**src/rtl/m_msg_xfer.sv**
```systemverilog
// Frame sequencer between a TX/RX word buffer pair and an SPI word engine.
// Defining MSG_XFER_DEBOUNCE_EN makes start a debounced push-button input.
module m_msg_xfer #(
  parameter int DATA_WIDTH = 8,
  parameter int DEPTH      = 64,
  parameter int DEB_DIV    = 27000,
  localparam int ADDR_W    = $clog2(DEPTH)
) (
  input  logic                  I_CLK,
  input  logic                  I_RESET,
  input  logic                  start,
  input  logic [ADDR_W:0]       len,
  input  logic                  tx_wr_en,
  input  logic [ADDR_W-1:0]     tx_waddr,
  input  logic [DATA_WIDTH-1:0] tx_wdata,
  input  logic [ADDR_W-1:0]     rd_addr,
  output logic [DATA_WIDTH-1:0] rd_data,
  output logic                  byte_start,
  output logic [DATA_WIDTH-1:0] byte_tx,
  input  logic                  byte_done,
  input  logic [DATA_WIDTH-1:0] byte_rx,
  output logic                  busy,
  output logic                  frame_done,
  output logic [ADDR_W:0]       rx_count
);

  typedef enum logic [2:0] {
    S_IDLE = 3'd0,
    S_LOAD = 3'd1,
    S_SEND = 3'd2,
    S_WAIT = 3'd3,
    S_DONE = 3'd4
  } state_t;

  localparam logic [ADDR_W:0] DEPTH_L = (ADDR_W+1)'(DEPTH);
  // A non-positive divider is a configuration error; start stays disabled then.
  localparam logic DEB_CFG_OK = (DEB_DIV > 0);

  logic [DATA_WIDTH-1:0] tx_mem [DEPTH];
  logic [DATA_WIDTH-1:0] rx_mem [DEPTH];

  state_t                state_q, state_d;
  logic [ADDR_W-1:0]     idx_q, idx_d;
  logic [ADDR_W:0]       len_q, len_d;
  logic [ADDR_W:0]       rx_count_q, rx_count_d;
  logic [DEPTH-1:0]      valid_q, valid_d;
  logic                  byte_start_q, byte_start_d;
  logic [DATA_WIDTH-1:0] byte_tx_q, byte_tx_d;
  logic                  frame_done_q, frame_done_d;
  logic [DATA_WIDTH-1:0] rd_data_q, rd_data_d;
  logic                  rx_we_s;
  logic                  start_acc_s;
  logic [ADDR_W:0]       len_eff_s;
  logic                  last_s;

`ifdef MSG_XFER_DEBOUNCE_EN
  localparam logic [31:0] DEB_LAST = 32'(DEB_DIV - 1);

  logic [31:0] deb_cnt_q, deb_cnt_d;
  logic [4:0]  deb_sh_q, deb_sh_d;
  logic        deb_acc_q, deb_acc_d;

  // Sample the raw button once per tick; a press is one low sample then four highs.
  always_comb begin
    deb_cnt_d = deb_cnt_q + 32'd1;
    deb_sh_d  = deb_sh_q;
    deb_acc_d = 1'b0;
    if (deb_cnt_q >= DEB_LAST) begin
      deb_cnt_d = 32'd0;
      deb_sh_d  = {deb_sh_q[3:0], start};
      deb_acc_d = ({deb_sh_q[3:0], start} == 5'b01111);
    end else begin
      deb_acc_d = 1'b0;
    end
  end

  // Debounce state registers.
  always_ff @(posedge I_CLK or posedge I_RESET) begin
    if (I_RESET) begin
      deb_cnt_q <= 32'd0;
      deb_sh_q  <= 5'b00000;
      deb_acc_q <= 1'b0;
    end else begin
      deb_cnt_q <= deb_cnt_d;
      deb_sh_q  <= deb_sh_d;
      deb_acc_q <= deb_acc_d;
    end
  end

  assign start_acc_s = deb_acc_q & DEB_CFG_OK;
`else
  assign start_acc_s = start & DEB_CFG_OK;
`endif

  assign len_eff_s = ((len == (ADDR_W+1)'(0)) || (len > DEPTH_L)) ? DEPTH_L : len;
  assign last_s    = ({1'b0, idx_q} == (len_q - (ADDR_W+1)'(1)));

  // TX buffer write port; writes are accepted in every state.
  always_ff @(posedge I_CLK) begin
    if (tx_wr_en) begin
      tx_mem[tx_waddr] <= tx_wdata;
    end
  end

  // RX buffer capture of each completed word.
  always_ff @(posedge I_CLK) begin
    if (rx_we_s) begin
      rx_mem[idx_q] <= byte_rx;
    end
  end

  // Next-state and datapath for the frame sequencer.
  always_comb begin
    state_d      = state_q;
    idx_d        = idx_q;
    len_d        = len_q;
    rx_count_d   = rx_count_q;
    valid_d      = valid_q;
    byte_start_d = 1'b0;
    byte_tx_d    = byte_tx_q;
    frame_done_d = 1'b0;
    rx_we_s      = 1'b0;
    case (state_q)
      S_IDLE: begin
        if (start_acc_s) begin
          len_d      = len_eff_s;
          idx_d      = '0;
          valid_d    = '0;
          rx_count_d = '0;
          state_d    = S_LOAD;
        end else begin
          state_d    = S_IDLE;
        end
      end
      S_LOAD: begin
        byte_tx_d    = tx_mem[idx_q];
        byte_start_d = 1'b1;
        state_d      = S_SEND;
      end
      S_SEND: begin
        state_d = S_WAIT;
      end
      S_WAIT: begin
        if (byte_done) begin
          rx_we_s        = 1'b1;
          valid_d[idx_q] = 1'b1;
          if (rx_count_q < DEPTH_L) begin
            rx_count_d = rx_count_q + (ADDR_W+1)'(1);
          end else begin
            rx_count_d = rx_count_q;
          end
          // Stop on the last word so idx never wraps past DEPTH-1.
          if (last_s) begin
            frame_done_d = 1'b1;
            state_d      = S_DONE;
          end else begin
            idx_d   = idx_q + ADDR_W'(1);
            state_d = S_LOAD;
          end
        end else begin
          state_d = S_WAIT;
        end
      end
      S_DONE: begin
        state_d = S_IDLE;
      end
      default: begin
        state_d = S_IDLE;
      end
    endcase
  end

  // Registered read port; unwritten entries of the current frame read as zero.
  always_comb begin
    if (valid_q[rd_addr]) begin
      rd_data_d = rx_mem[rd_addr];
    end else begin
      rd_data_d = '0;
    end
  end

  // Sequencer state and registered outputs.
  always_ff @(posedge I_CLK or posedge I_RESET) begin
    if (I_RESET) begin
      state_q      <= S_IDLE;
      idx_q        <= '0;
      len_q        <= '0;
      rx_count_q   <= '0;
      valid_q      <= '0;
      byte_start_q <= 1'b0;
      byte_tx_q    <= '0;
      frame_done_q <= 1'b0;
      rd_data_q    <= '0;
    end else begin
      state_q      <= state_d;
      idx_q        <= idx_d;
      len_q        <= len_d;
      rx_count_q   <= rx_count_d;
      valid_q      <= valid_d;
      byte_start_q <= byte_start_d;
      byte_tx_q    <= byte_tx_d;
      frame_done_q <= frame_done_d;
      rd_data_q    <= rd_data_d;
    end
  end

  assign busy       = (state_q != S_IDLE);
  assign byte_start = byte_start_q;
  assign byte_tx    = byte_tx_q;
  assign frame_done = frame_done_q;
  assign rx_count   = rx_count_q;
  assign rd_data    = rd_data_q;

endmodule

```
**config.mk**
```make
export PLATFORM = sky130hd
export DESIGN_NAME = m_msg_xfer
export DESIGN_NICKNAME = d
export VERILOG_FILES = /design/src/rtl/m_msg_xfer.sv
export SDC_FILE = /design/constraint.sdc
export NUM_CORES = 1
export LEC_CHECK = 0
export CAP_MARGIN = 15
export CORE_ASPECT_RATIO = 1.25
export CORE_MARGIN = 1.5
export CORE_UTILIZATION = 55
export CTS_CLUSTER_SIZE = 8
export DETAILED_ROUTE_END_ITERATION = 12
export PLACE_DENSITY = 0.7
export SLEW_MARGIN = 0
export SYNTH_ARGS = -nofsm -noshare
export SYNTH_HDL_FRONTEND = slang
export SYNTH_SLANG_ARGS = --single-unit
```
**constraint.sdc**
```tcl
create_clock -name I_CLK -period 4.63 [get_ports I_CLK]
set_clock_uncertainty 0.15 [all_clocks]
set_input_delay 1.389 -clock I_CLK [delete_from_list [all_inputs] [get_ports I_CLK]]
set_output_delay 1.389 -clock I_CLK [all_outputs]
set_load 0.02 [all_outputs]
```
==> results.toml <==
[final_layout]
layout_common_cells = "edfxtp_1 (1,024), buf_4 (204), mux4_2 (200)"
layout_commonest_cell = "edfxtp_1"
nets = 2712
diodes = 0
final_util = 0.648
final_cell_area_um2 = 51700
final_layout_size_suffix_gt1_frac = 0.234
syn_to_final_growth_pct = 16.8

[synth]
synth.net_count = 2411
syn_area_um2 = 44300
synth_edf_count = 1024
synth_cells = 2368
yosysWarnings = 0
async_flop_share = 0.0922
ys_seq_area_frac = 0.753
avgSynthCellArea_um2 = 18.7
yosysUniqueCellTypes = 68
synth_seq_cells = 1128
synth-main-ff-cell = "edfxtp_1"

[run_status]
status = "complete, no violations"

[power_and_ir_drop]
peakVddDrop_uv = 372
p_switching_mw = 6.88
total_power_mw = 26.3
power_frac_clock = 0.403
p_int_mw = 19.4
seqPwrFrac = 0.443
p_sw_frac = 0.262
p_leak_nw = 17.2
p_per_area_nw_per_um2 = 508
p_comb_frac = 0.154

[timing]
rsz0062_at_grt = "no"
finalSetupViolations = 0
finalCritPeriodShare = 0.810
fmax_mhz = 267
final.setup.tns_ns = 0
slew_violations = 0
relSlewSlack = 0.206
hold_violations = 0
final.min_clock_period_ns = 3.75
tightest_slew_ns = 1.19

[die]
dieArea_um2 = 82200
io-pin-count = 66
rows = 116
die_h_um = 320
start_util = 0.554
core_um2 = 79800
die_w_um = 257

[critical_path]
r2r-start = "idx_q[0]$_DFFE_PP0P_"
cp-start-kind = "register"
crit_end = "busy"
crit_required_ns = 3.09
startpoint = "frame_done$_DFF_PP0_"
worstReg2RegEnd = "byte_tx[3]$_DFFE_PP0P_"
worstRegToRegCells = 7
cp_max_fo = 8
reg2reg_slack_ns = 1.16
end_kind = "output pin"
cp.arrival_ns = 2.21
path_class = "reg2out"

[hold_path]
min_path_type = "reg2reg"

[clocking]
numCtsBuffers = 158
clock_latency_ns = 0.73
post_cts_buffers = 0
cts_resized = 0
htreeDepth = 4
cts.sinks = 1128
cts_hold_buf = 0
cts_tree = "done"
clock-root-buffer = "clkbuf_16"
clk_pin_slew_ns = 0.05
cts.path.max_buffers = 3

[placement]
portBuffers = 65
place.detailed.hpwl_mm = 75.2
dpl_cell_area_um2 = 47100
finalWeightedCongestion = 0.962

[global_route]
grt_usage = 0.289
grt_max_degree = 72
antenna_found_initial = 0
grt_pass1_wl_mm = 172
grt_overflow_total = 0
grt_pass1_vias = 25700

[detailed_routing]
via_count = 24700
wirelength_mm = 116
ant_nets = 0
post_drt_wl_per_cell_um = 30.3
dr.pass1.iters = 7
drtIter0Drc = 2974
viasPerCell = 6.43
drc = 0

[run]
maxCapViolCount = 0
-- power by group through the flow --
stage	registers (mW)	clock network, mW	logic, mW
after floorplan	11.7	0	2.53
after global placement	11.8	0	3.96
after detailed placement	11.8	0	4.01
after CTS	11.6	10.7	4.03
after global routing	11.6	11.1	4.25
final	11.6	10.6	4.06
-- metal layers --
layer  track usage  vias to the layer above  share of wire
li1              -                    10200              -
met1         0.346                    12800           0.35
met2         0.497                     1393           0.52
met3        0.0509                      312          0.074
met4         0.166                        0          0.059
met5             0                        -              0
-- area by class of cell --
class,count,area [µm²]
clock buffer,262,4510
clock inverter,5,51.3
fill,5368,28100
inverter,11,43.8
multi-input combinational,1094,10200
sequential,1128,33400
tap,1062,1330
timing repair buffer,276,2240
-- how the worst min path moves through the flow --
| stage | startpoint | end | slack, ns | cells after the start |
|---|---|---|---|---|
| 3_3_place_gp | valid_q[14]$_DFFE_PP0P_ | valid_q[14]$_DFFE_PP0P_ | 0.32 | 1 |
| 4_1_cts | valid_q[58]$_DFFE_PP0P_ | valid_q[58]$_DFFE_PP0P_ | 0.33 | 1 |
| 5_1_grt | valid_q[63]$_DFFE_PP0P_ | valid_q[63]$_DFFE_PP0P_ | 0.35 | 1 |
| 3_5_place_dp | valid_q[58]$_DFFE_PP0P_ | valid_q[58]$_DFFE_PP0P_ | 0.32 | 1 |
| 6_report | valid_q[58]$_DFFE_PP0P_ | valid_q[58]$_DFFE_PP0P_ | 0.33 | 1 |
| 2_1_floorplan | valid_q[10]$_DFFE_PP0P_ | valid_q[10]$_DFFE_PP0P_ | 0.31 | 1 |
-- state kept, by name, summed over array words and instances, names as in the netlist --
register	flops
rx_mem	512
tx_mem	512
valid_q	64
byte_tx	8
rd_data	8
len_q	7
rx_count	7
idx_q	6
state_q	2
byte_start	1
frame_done	1
-- cell families (layout without fill, tap and decap cells) --
logic type	after synthesis	after routing	share of synthesized area
AO/OA/AOI/OAI	390	390	0.0633
flip-flops	1128	1128	0.753
AND/OR/NAND/NOR	403	403	0.0404
XOR/XNOR	9	9	0.00178
buffers and inverters	146	554	0.0174
adder cells (fa/ha/maj)	3	3	0.000848
multiplexers	289	289	0.123
-- stage by stage --
stage | instances | hold slack (ns) | setup slack, ns
after CTS | 3838 | 0.334 | 0.830
after detailed placement | 3571 | 0.324 | 0.502
final | 3838 | 0.333 | 0.880
after global placement | 3570 | 0.318 | 0.476
after floorplan | 2368 | 0.309 | 0.359
after global routing | 3838 | 0.349 | 0.756
-- Yosys cell counts (4+ instances only) --
| library cell | instances | area share |
|---|---|---|
| edfxtp_1 | 1024 | 0.69 |
| mux4_2 | 200 | 0.10 |
| nor2_1 | 185 | 0.016 |
| a22oi_1 | 107 | 0.018 |
| dfrtp_1 | 104 | 0.059 |
| nand2_1 | 92 | 0.0078 |
| o21a_1 | 68 | 0.012 |
| mux2i_1 | 58 | 0.013 |
| a21oi_1 | 57 | 0.0064 |
| clkbuf_1 | 51 | 0.0043 |
| buf_2 | 42 | 0.0047 |
| a221oi_1 | 38 | 0.0075 |
| nand3_1 | 36 | 0.0041 |
| o21ai_0 | 35 | 0.0040 |
| mux2_2 | 30 | 0.0076 |
| nand2b_1 | 17 | 0.0024 |
| nor2b_1 | 17 | 0.0024 |
| buf_4 | 14 | 0.0024 |
| buf_6 | 14 | 0.0036 |
| nor3_1 | 14 | 0.0016 |
| o22ai_1 | 14 | 0.0020 |
| a31oi_1 | 13 | 0.0018 |
| buf_1 | 13 | 0.0011 |
| nand3b_1 | 11 | 0.0019 |
| inv_1 | 10 | 0.00085 |
| and2_1 | 8 | 0.0011 |
| a211oi_1 | 6 | 0.0010 |
| a22o_1 | 6 | 0.0012 |
| xor2_1 | 6 | 0.0012 |
| a32oi_1 | 5 | 0.00099 |
| a221o_1 | 4 | 0.00090 |
| nand4_1 | 4 | 0.00057 |
| or3_1 | 4 | 0.00057 |
-- worst max-delay path, cell delays in order, from the launching register on --
cell and delay (ns):
dfrtp_1 0.48, nor3_1 0.35, inv_1 0.11, clkdlybuf4s50_1 0.55
Note: power is estimated with default switching activity, not from simulation.
